**config.mk**
```make
export PLATFORM = sky130hd
export DESIGN_NAME = spi_master
export DESIGN_NICKNAME = d
export VERILOG_FILES = /design/src/rtl/spi_pkg.sv /design/src/rtl/spi_bit_counter.sv /design/src/rtl/spi_master.sv
export SDC_FILE = /design/constraint.sdc
export NUM_CORES = 1
export LEC_CHECK = 0
export CAP_MARGIN = 40
export CORE_MARGIN = 8
export CORE_UTILIZATION = 45
export CTS_BUF_LIST = sky130_fd_sc_hd__clkbuf_4 sky130_fd_sc_hd__clkbuf_8 sky130_fd_sc_hd__clkbuf_16
export DETAILED_ROUTE_END_ITERATION = 6
export DONT_BUFFER_PORTS = 1
export PLACE_DENSITY_LB_ADDON = 0.05
export SYNTH_ARGS = -nofsm -noshare
export SYNTH_HDL_FRONTEND = slang
export SYNTH_SLANG_ARGS = --single-unit
```
**constraint.sdc**
```tcl
create_clock -name clk -period 1.6 [get_ports clk]
set_input_delay 0 -clock clk [delete_from_list [all_inputs] [get_ports clk]]
set_output_delay 0 -clock clk [all_outputs]
set_load 0.03 [all_outputs]
```
**src/rtl/spi_pkg.sv**
```systemverilog
// Shared SPI definitions: command codes, master FSM states and frame geometry.
package spi_pkg;

   localparam int unsigned ADDR_SIZE_DEFAULT = 8;
   localparam int unsigned FRAME_W           = ADDR_SIZE_DEFAULT + 2;

   typedef enum logic [1:0] {
      CMD_WR_ADDR = 2'b00,
      CMD_WR_DATA = 2'b01,
      CMD_RD_ADDR = 2'b10,
      CMD_RD_DATA = 2'b11
   } cmd_t;

   typedef enum logic [2:0] {
      ST_IDLE,
      ST_START,
      ST_SHIFT,
      ST_WAIT,
      ST_RECV,
      ST_GAP
   } state_t;

   function automatic int unsigned max3(input int unsigned a, input int unsigned b,
                                        input int unsigned c);
      int unsigned m;
      m = (a > b) ? a : b;
      return (m > c) ? m : c;
   endfunction

endpackage

```
**src/rtl/spi_bit_counter.sv**
```systemverilog
// Up-counter with synchronous reset, synchronous clear and count enable.
module spi_bit_counter #(
   parameter int unsigned WIDTH = 4
) (
   input  logic             clk,
   input  logic             rst,
   input  logic             clr,
   input  logic             en,
   output logic [WIDTH-1:0] count
);

   always_ff @(posedge clk) begin
      if (rst || clr) begin
         count <= '0;
      end else if (en) begin
         count <= count + 1'b1;
      end
   end

endmodule

```
**src/rtl/spi_master.sv**
```systemverilog
// SPI master: sends one command frame per request and, for read-data frames,
// collects ADDR_SIZE bits from MISO after a fixed turnaround.
module spi_master
   import spi_pkg::*;
#(
   parameter int unsigned ADDR_SIZE  = ADDR_SIZE_DEFAULT,
   parameter int unsigned TURNAROUND = 3
) (
   input  logic                 clk,
   input  logic                 rst,
   input  logic                 req_valid,
   input  logic [ADDR_SIZE+1:0] req_data,
   output logic                 req_ready,
   output logic                 SS_n,
   output logic                 MOSI,
   input  logic                 MISO,
   output logic [ADDR_SIZE-1:0] rd_data,
   output logic                 rd_valid,
   output logic                 busy
);

   localparam int unsigned FRAME_LEN = ADDR_SIZE + 2;
   localparam int unsigned CNT_W     = $clog2(max3(FRAME_LEN, TURNAROUND, ADDR_SIZE) + 1);

   localparam logic [CNT_W-1:0] SHIFT_LAST = CNT_W'(FRAME_LEN - 1);
   localparam logic [CNT_W-1:0] WAIT_LAST  = CNT_W'((TURNAROUND > 0) ? TURNAROUND - 1 : 0);
   localparam logic [CNT_W-1:0] RECV_LAST  = CNT_W'(ADDR_SIZE - 1);

   state_t                 state, state_next;
   cmd_t                   cmd;
   logic [FRAME_LEN-1:0]   shreg;
   logic [ADDR_SIZE-2:0]   rx;
   logic [ADDR_SIZE-1:0]   rx_next;
   logic [CNT_W-1:0]       cnt;
   logic                   cnt_clr, cnt_en;

   // Counter restarts on every state change and only runs in timed states.
   assign cnt_clr = (state_next != state);
   assign cnt_en  = (state == ST_SHIFT) || (state == ST_WAIT) || (state == ST_RECV);
   assign rx_next = {rx, MISO};

   spi_bit_counter #(.WIDTH(CNT_W)) u_bit_counter (
      .clk   (clk),
      .rst   (rst),
      .clr   (cnt_clr),
      .en    (cnt_en),
      .count (cnt)
   );

   always_comb begin
      state_next = state;
      case (state)
         ST_IDLE:  if (req_valid) state_next = ST_START;
         ST_START: state_next = ST_SHIFT;
         ST_SHIFT: begin
            if (cnt == SHIFT_LAST) begin
               if (cmd == CMD_RD_DATA) begin
                  state_next = (TURNAROUND > 0) ? ST_WAIT : ST_RECV;
               end else begin
                  state_next = ST_GAP;
               end
            end
         end
         ST_WAIT:  if (cnt == WAIT_LAST) state_next = ST_RECV;
         ST_RECV:  if (cnt == RECV_LAST) state_next = ST_GAP;
         ST_GAP:   state_next = ST_IDLE;
         default:  state_next = ST_IDLE;
      endcase
   end

   always_comb begin
      SS_n      = 1'b0;
      MOSI      = 1'b0;
      busy      = 1'b1;
      req_ready = 1'b0;
      case (state)
         ST_IDLE: begin
            SS_n      = 1'b1;
            busy      = 1'b0;
            req_ready = 1'b1;
         end
         ST_START, ST_SHIFT: MOSI = shreg[FRAME_LEN-1];
         ST_GAP:             SS_n = 1'b1;
         default: ;
      endcase
   end

   // START shows the MSB without shifting, so SHIFT drives every frame bit once.
   always_ff @(posedge clk) begin
      if (rst) begin
         state    <= ST_IDLE;
         cmd      <= CMD_WR_ADDR;
         shreg    <= '0;
         rx       <= '0;
         rd_data  <= '0;
         rd_valid <= 1'b0;
      end else begin
         state    <= state_next;
         rd_valid <= 1'b0;
         case (state)
            ST_IDLE: begin
               if (req_valid) begin
                  shreg <= req_data;
                  cmd   <= cmd_t'(req_data[FRAME_LEN-1 -: 2]);
               end
            end
            ST_SHIFT: shreg <= {shreg[FRAME_LEN-2:0], 1'b0};
            ST_RECV: begin
               rx <= rx_next[ADDR_SIZE-2:0];
               if (cnt == RECV_LAST) begin
                  rd_data  <= rx_next;
                  rd_valid <= 1'b1;
               end
            end
            default: ;
         endcase
      end
   end

endmodule

```
-- After elaboration in Yosys (flattened, before gate mapping)
Cells that the tools add are included.
- flip-flop bits (word level): 35
- output and inout bits: 13
- word-level logic and storage cells: 44
- $add $sub $neg: 1
- equality and inequality tests: 11
- muxes and demuxes: 13
- bitwise logic cells: 1
- reductions and logical operators: 11
- operators by type and width (operator ; number):
    $pmux 10 s2 ; 1
    $mux 3 ; 5
    $pmux 3 s5 ; 1
    $mux 10 ; 1
    $eq 3x2->1 const B ; 2
    $eq 3x3->1 const B ; 2
    $reduce_and 2->1 ; 3
    $reduce_or 2->1 ; 3
    $mux 1 ; 5
    $add 4x1->4 const B ; 1
    $eq 4x2->1 const B ; 1
    $eq 4x3->1 const B ; 1
    $eq 4x4->1 const B ; 1
    $eq 3x1->1 const B ; 1
    $logic_not 3->1 ; 1
    $logic_or 1x1->1 ; 3
    $ne 3x3->1 ; 1
    $eq 2x2->1 const B ; 1
    $ne 2x2->1 const B ; 1
    $reduce_bool 2->1 ; 1
    $not 1->1 ; 1

-- Longest topological paths before layout
Gate-level depths: netlist of run 1.
- word-level depth: 6
- gate-level depth with buffers: 6
- depth with buffers taken out: 6

-- Hierarchy
From an unflattened synthesis of run 1, not the netlist that was laid out.
- cells, all modules: 187
- area, all modules: 1567.8 um2
- modules (own cells, without submodules) (module ; times used ; cells an instance ; area each (um2)):
    spi_master ; 1 ; 170 ; 1390.1
    spi_bit_counter ; 1 ; 17 ; 177.7

-- Worst setup path after synthesis of run 1
OpenSTA, ideal clock, no wires.
- path kind: reg2reg
- start: reg state[2]
- end: reg shreg[1]
- setup time: 0.142 ns
- arrival time: 1.622 ns
- slack: -0.164 ns
- cell stages (with the launch flop): 7
- buffers on the path: 1
- clock period less this slack: 1.764 ns
- path through: dfxtp_1 > buf_2 > or3_1 > inv_1 > nand2_1 > nand2_1 > a311oi_1
- word-level cells in the longest chain between the ends: 3
- ends and longest elaborated chain (what ; line ; RTL):
    start: declaration ; spi_master.sv:29 ; state_t state, state_next;
    start signal: assignment ; spi_master.sv:98 ; state <= state_next;
    $eq 3x2->1 or $logic_not 3->1 (tied branches) ; spi_master.sv:100 ; case (state)
    $reduce_bool 2->1 (no line) or $ne 2x2->1 (tied branches) ; - ;
    $reduce_and 2->1 (no line) ; - ;
    end signal: assignment ; spi_master.sv:103 ; shreg <= req_data;
    end signal: assignment ; spi_master.sv:107 ; ST_SHIFT: shreg <= {shreg[FRAME_LEN-2:0], 1'b0};
    end: declaration ; spi_master.sv:31 ; logic [FRAME_LEN-1:0] shreg;
Parallel ways exist; a longest one is shown, timed or not.
A chain may end at the register's enable or synchronous reset.

-- Worst setup path in the final report of run 1
- start: reg u_bit_counter.count[1]
- end: reg u_bit_counter.count[0]
- word-level cells in the longest chain between the ends: 5
- ends and longest elaborated chain (what ; line ; RTL):
    start: declaration ; spi_bit_counter.sv:9 ; output logic [WIDTH-1:0] count
    start signal: assignment ; spi_bit_counter.sv:16 ; count <= count + 1'b1;
    $eq 4x3->1 (tied with other cells) ; spi_master.sv:65 ; ST_RECV: if (cnt == RECV_LAST) state_next = ST_GAP;
    $mux 3, on equally long branches ; spi_master.sv:65, spi_master.sv:56, spi_master.sv:64 ;
    $pmux 3 s5 * ; spi_master.sv:52 ; case (state)
    $ne 3x3->1 * ; spi_master.sv:38 ; assign cnt_clr = (state_next != state);
    $logic_or 1x1->1 * ; spi_bit_counter.sv:13 ; if (rst || clr) begin
Mark *: on every way between the ends. The rest lies on a longest branch, timed or not.

==> results of run 1 <==
==> logic make-up (layout without fill, tap and decap cells) <==
kind of cell	count (synthesis)	after routing	share of synthesized area, %
xor gates and xnor gates	4	4	2.21
adders and majority gates	3	3	2.37
muxes	9	9	5.69
buffers and inverters	15	41	4.51
DFF	35	35	44.3
and+or+nand+nor	85	85	27.5
AOI/OAI and AO/OA	33	33	13.4
==> how the worst max path moves through the flow <==
stage	cells past startpoint	start	end	slack [ns]
after floorplan	4	state[0]	MOSI	0.02
after global placement	6	u_bit_counter.count[1]	u_bit_counter.count[0]	0.02
after detailed placement	6	u_bit_counter.count[1]	u_bit_counter.count[0]	-0.05
after CTS	5	u_bit_counter.count[0]	state[2]	0.008
after global routing	7	u_bit_counter.count[1]	u_bit_counter.count[0]	-0.11
final	7	u_bit_counter.count[1]	u_bit_counter.count[0]	0.02
==> state kept, by name, summed over array words and instances, names as in the netlist <==
register             flops
shreg                   10
rd_data                  8
rx                       7
u_bit_counter.count      4
state                    3
cmd                      2
rd_valid                 1
==> final cells by class <==
| type | count | area (sq um) |
|---|---|---|
| Clock buffer | 5 | 37.5 |
| Clock inverter | 3 | 43.8 |
| Fill cell | 312 | 1360 |
| Inverter | 4 | 15.0 |
| Multi-Input combinational cell | 134 | 867 |
| Sequential cell | 35 | 708 |
| Tap cell | 46 | 57.6 |
| Timing Repair Buffer | 29 | 279 |
==> per-stage QoR <==
step / util [%] / setup TNS (ns) / std cells
after floorplan: - / 0 / 184
after global placement: 50.5 / 0 / 232
after detailed placement: 50.5 / -0.0548 / 232
after CTS: 53.3 / 0 / 240
after global routing: 59.7 / -0.394 / 256
final: 59.7 / 0 / 256
==> synthesized netlist by cell type (3+ instances only) <==
master,instances,area share [%]
nand2_1,40,9.5
nor3_1,6,1.9
dfxtp_1,35,44
ha_1,3,2.4
nor2_1,18,4.3
nor3b_1,3,1.4
mux2i_1,9,5.7
nand2b_1,3,1.2
inv_1,4,0.95
a311oi_1,7,3.9
buf_2,3,0.95
a21oi_1,16,5.1
clkbuf_1,6,1.4
a31oi_1,3,1.2
==> worst min-delay path: cells and delay by family <==
| kind | cells | cell delay, ns |
|---|---|---|
| AO/OA/AOI/OAI | 1 | 0.07 |
| AND/OR/NAND/NOR | 2 | 0.18 |
| buffers and inverters | 1 | 0.14 |
==> power by group through the flow <==
stage | combinational [uW] | clock, uW | sequential [uW]
floorplan | 174 | 0 | 941
global placement | 221 | 0 | 943
detailed placement | 228 | 0 | 944
CTS | 230 | 657 | 924
global route | 308 | 706 | 929
finish | 283 | 639 | 923
==> layer usage <==
metal	global-route usage, %	vias to the layer above	part of all wire, %
li1	-	684	-
met1	14.7	659	43
met2	21.9	34	50
met3	5.26	6	6.1
met4	4.48	0	1.3
met5	0	-	0
==> what timing repair did <==
item,CTS,global route
resized for setup,4,15
pin swaps,0,3
buffers inserted,0,2
setup endpoints to repair,10,14
hold endpoints to repair,35,35
==> flow_metrics.tcl, run 1 <==
set metrics [dict create \
    seqPwrFrac_pct 50.0 \
    synth_cells 184 \
    antenna_cells 0 \
    crit_slowest_cell "dfxtp_4" \
    ys_ff_latch 35 \
    start_util_pct 47.1 \
    critical-path-max-stage-delay_ns 0.38 \
    yosysSeqAreaShare_pct 44.3 \
    drv_cap 0 \
    routed_via_density 5.40 \
    clockPowerShare_pct 34.6 \
    synth_area_sq_um 1580 \
    die_w_um 75.3 \
    fin_nets 226 \
    wl_per_cell_um 14.5 \
    reg2reg_slack_ns 0.02 \
    gp_congestion 0.802 \
    overflow 0 \
    avgSynthCellArea_sq_um 8.60 \
    clk_latency_ns 0.34 \
    fmaxAchievable_mhz 631 \
    min_to "shreg[6]" \
    finalPower_uw 1840 \
    rows 21 \
    powerDensity_nw_per_um2 919 \
    finalSetupViolations 0 \
    clock_skew_ns 0.00802 \
    ioPinCount 27 \
    min-delay-start "req_valid" \
    port_buffers 0 \
    drive_gt1_share_pct 21.0 \
    grt_max_degree 33 \
    clkTransAtPathRegs_ns 0.12 \
    cp_cell_sequence "inv_2, ha_4, and3b_1, buf_4, nand4b_1, nand4b_1, nor4_2" \
    critPathBufInv 2 \
    dieArea_sq_um 5670 \
    async_flop_share_pct 0 \
    drcViolationCount 0 \
    ant_nets 0 \
    cp.arrival_ns 1.84 \
    yosys_warnings 0 \
    finalCritPeriodShare_pct 99.0 \
    worstHoldPathCells 4 \
    status "complete, no violations" \
    worst_pin_slew_ns 0.419 \
    place_area_sq_um 1700 \
    antenna_found_initial 0 \
    cp_max_fo 4 \
    critPathCaptureType "flip-flop" \
    final_cell_area_sq_um 2010 \
    cts_tree "built" \
    coreArea_sq_um 3360 \
    pre_cts_ws_ns -0.0462 \
    worstPathRequired_ns 1.86 \
    grt_pass1_vias 1294 \
    p_sw_share_pct 26.3 \
    hold_viol 0 \
    r2r_cells 7 \
    synth.net_count 201 \
    cp_top_family "simple AND/OR/NAND/NOR gates" \
    die_y_um 75.3 \
    net-switching-power_uw 486 \
    cts_buffers 5 \
    cts_root_buf "clkbuf_4" \
    power_frac_comb_pct 15.3 \
    maxSlewViolCount 0 \
    final_common_cell "nand2_1" \
    worstSetupPathType "flip-flop to flip-flop" \
    whs_ns 0.0935 \
    synth_edf_count 0 \
    dr_total_vias 1383 \
    r2r_end "u_bit_counter.count[0]" \
    p_leak_uw 0.000717 \
    fin_crit_ns 1.58 \
    slew_headroom_pct 72.0 \
    setup_ws_ns 0.0157 \
    cts_buffer_depth 2 \
    drt-total-wl_mm 3.72 \
    final_cell_mix "nand2_1 (38), dfxtp_1 (33), nor2_1 (18)" \
    synthFlopType "dfxtp_1" \
    min_path_type "input port to flip-flop" \
    p_int_uw 1360 \
    grt_usage_pct 13.1 \
    ir_worst_vdd_mv 0.674 \
    r2r-start "u_bit_counter.count[1]" \
    dpl.hpwl_mm 2.36 \
    drt_pre_antenna_iters 4 \
    syn2layout_area_growth_pct 26.9 \
    htreeDepth 2 \
    rsz0062_at_grt "yes" \
    cts_sinks 35 \
    drtIter0Drc 35 \
    start_kind "flip-flop" \
    cp_common_cell "nand4b_1" \
    grt_pass1_wl_mm 5.71 \
    yosys.cell_types.count 36 \
]
No activity file was read; power rests on OpenSTA's default activity.
==> inputs of run 2 (changes only) <==
--- a/config.mk
+++ b/config.mk
@@ -5,6 +5,7 @@
 export SDC_FILE = /design/constraint.sdc
 export NUM_CORES = 1
 export LEC_CHECK = 0
+export ABC_AREA = 1
 export CAP_MARGIN = 40
 export CORE_MARGIN = 8
 export CORE_UTILIZATION = 45
@@ -15,3 +16,4 @@
 export SYNTH_ARGS = -nofsm -noshare
 export SYNTH_HDL_FRONTEND = slang
 export SYNTH_SLANG_ARGS = --single-unit
+export TNS_END_PERCENT = 1
==> run 2 against run 1 <==
Effect of this change:
- count of clock-buffer cells in the layout stayed put
- cell area is 10% lower
- fmax is 8.9% higher
- worst setup slack better by 0.13 ns
- register-to-register slack better by 0.14 ns
==> flow_metrics.tcl, run 2 <==
set metrics [dict create \
    clockPowerShare_pct 35.2 \
    finish.utilization_pct 54.4 \
    coreArea_sq_um 3310 \
    fin_nets 235 \
    grt_pass1_wl_mm 5.68 \
    final_cell_mix "nand2_1 (42), dfxtp_1 (35), inv_1 (23)" \
    crit_slowest_cell "dfxtp_1" \
    cts_sinks 35 \
    p_leak_uw 0.000719 \
    antenna_cells 0 \
    syn2layout_area_growth_pct 17.2 \
    fin_crit_ns 1.45 \
    wl_per_cell_um 12.2 \
    status "complete, no violations" \
    cts_buffers 5 \
    min_path_type "input port to flip-flop" \
    maxSlewViolCount 0 \
    synth_area_sq_um 1540 \
    netlist.area_leader.share_pct 45.6 \
    ir_worst_vdd_mv 0.464 \
    rows 21 \
    grt_pass1_vias 1336 \
    seqPwrFrac_pct 51.6 \
    powerDensity_nw_per_um2 1020 \
    port_buffers 0 \
    avgSynthCellArea_sq_um 7.65 \
    cts_root_buf "clkbuf_4" \
    multi_input_area_sq_um 701 \
    die_w_um 74.5 \
    cp_max_fo 10 \
    gp_congestion 0.825 \
    ant_nets 0 \
    async_flop_share_pct 0 \
    synth_cells 201 \
    clock_skew_ns 0.0103 \
    yosysSeqAreaShare_pct 45.6 \
    routed_via_density 4.89 \
    start_kind "flip-flop" \
    net-switching-power_uw 497 \
    start_util_pct 46.4 \
    grt_usage_pct 13.2 \
    synth_edf_count 0 \
    critPathCaptureType "output port" \
    cts_buffer_depth 2 \
    fin_tns_setup_ns 0 \
    final_common_cell "nand2_1" \
    worst_pin_slew_ns 0.414 \
    drt_pre_antenna_iters 4 \
    yosysMostFrequentCell "nand2_1" \
    antenna_found_initial 0 \
    finalPower_uw 1830 \
    worstPathRequired_ns 1.60 \
    htreeDepth 2 \
    drt-total-wl_mm 3.23 \
    synthTopCellsByCount "nand2_1 (42), dfxtp_1 (35), inv_1 (24)" \
    registers.top_by_ff_count "shreg" \
    critical-path-max-stage-delay_ns 0.45 \
    yosys.cell_types.count 24 \
    cp.arrival_ns 1.45 \
    cts_tree "built" \
    drive_gt1_share_pct 13.2 \
    largest_register_ffs 10 \
    dpl.hpwl_mm 2.36 \
    finalSetupViolations 0 \
    synth_area_leaders "dfxtp_1 (46%), nand2_1 (10%), o21ai_0 (6.8%)" \
    p_sw_share_pct 27.2 \
    hold_viol 0 \
    synthFlopType "dfxtp_1" \
    synth_top_area_cell "dfxtp_1" \
    reg_top3 "shreg: 10 flops, rd_data: 8 flops, rx: 7 flops" \
    ys_ff_latch 35 \
    dieArea_sq_um 5540 \
    drtIter0Drc 66 \
    rsz0062_at_grt "no" \
    overflow 0 \
    drcViolationCount 0 \
    n_fill_cell 327 \
    p_int_uw 1330 \
    cp_cell_sequence "inv_2, nand3_4, clkinvlp_4, o21a_2" \
    yosys_warnings 0 \
    grt_max_degree 16 \
    drv_cap 0 \
    clk_latency_ns 0.35 \
    seqCellArea_sq_um 701 \
    power_frac_comb_pct 13.3 \
    clkTransAtPathRegs_ns 0.11 \
    finalCritPeriodShare_pct 90.9 \
    synth.net_count 218 \
    slew_headroom_pct 72.3 \
    fmaxAchievable_mhz 687 \
    die_y_um 74.5 \
    dr_total_vias 1295 \
    ioPinCount 27 \
    worstSetupPathType "flip-flop to output port" \
]
## run 2: logic make-up (layout without fill, tap and decap cells)
| family | Yosys count | count (layout) | share of synthesized area, % |
|---|---|---|---|
| XOR/XNOR | 3 | 3 | 1.71 |
| adder cells (fa/ha/maj) | 3 | 3 | 2.44 |
| buffers and inverters | 33 | 51 | 8.95 |
| flip-flops | 35 | 35 | 45.6 |
| AND/OR/NAND/NOR | 81 | 81 | 25.3 |
| AO/OA/AOI/OAI | 46 | 46 | 16.0 |
## run 2: layer usage
metal,track usage (%),part of all wire (%),up-vias,wire length [um]
met5,0,0,-,0
met4,8.26,2.5,0,81
met3,4.18,5.8,8,189
met2,20.9,45,24,1460
met1,15.1,46,576,1500
li1,-,-,687,-
## run 2: path summary, 6_finish.rpt
path / from / endpoint / slack (ns) / depth (start not counted)
min reg2reg: shreg[0] / shreg[0] / 0.47 / 2
max reg2reg: u_bit_counter.count[0] / rd_data[7] / 0.16 / 6
max: state[2] / MOSI / 0.15 / 4
min: req_data[1] / shreg[1] / 0.35 / 3
## run 2: worst max-delay path: cells and delay by family (launching register included)
family	cells	cell delay, ns
DFF	1	0.45
AOI/OAI and AO/OA	1	0.27
and+or+nand+nor	1	0.15
buffers and inverters	2	0.24
## run 2: area by class of cell
| class | count | area share (%) |
|---|---|---|
| Timing Repair Buffer | 17 | 8.89 |
| Sequential cell | 35 | 38.9 |
| Clock inverter | 3 | 2.43 |
| Clock buffer | 5 | 2.08 |
| Inverter | 26 | 5.62 |
| Multi-Input combinational cell | 133 | 38.9 |
| Tap cell | 46 | 3.19 |
## run 2: repair_timing
action / 4_1_cts / 5_1_grt
hold endpoints to repair: 27 / 0
buffers inserted: 1 / 0
gates resized for setup: 2 / 0
endpoints found under the setup margin: 1 / 0
hold buffers: 13 / 0
## run 2: power by group through the flow
stage / Clock [uW] / Sequential (uW) / Combinational [uW]
final: 643 / 943 / 243
after global routing: 698 / 949 / 275
after CTS: 666 / 944 / 247
after detailed placement: 0 / 963 / 210
after global placement: 0 / 962 / 207
after floorplan: 0 / 952 / 193
## run 2: through the flow
stage                     cell area (sq um)  setup WS (ns)  cells  hold slack (ns)
after floorplan                        1540          0.370    201            0.135
final                                  1800          0.145    265            0.350
after detailed placement               1580          0.170    243           0.0732
after global routing                   1800         0.0240    265            0.363
after CTS                              1800          0.123    265            0.335
after global placement                 1580          0.200    243           0.0713
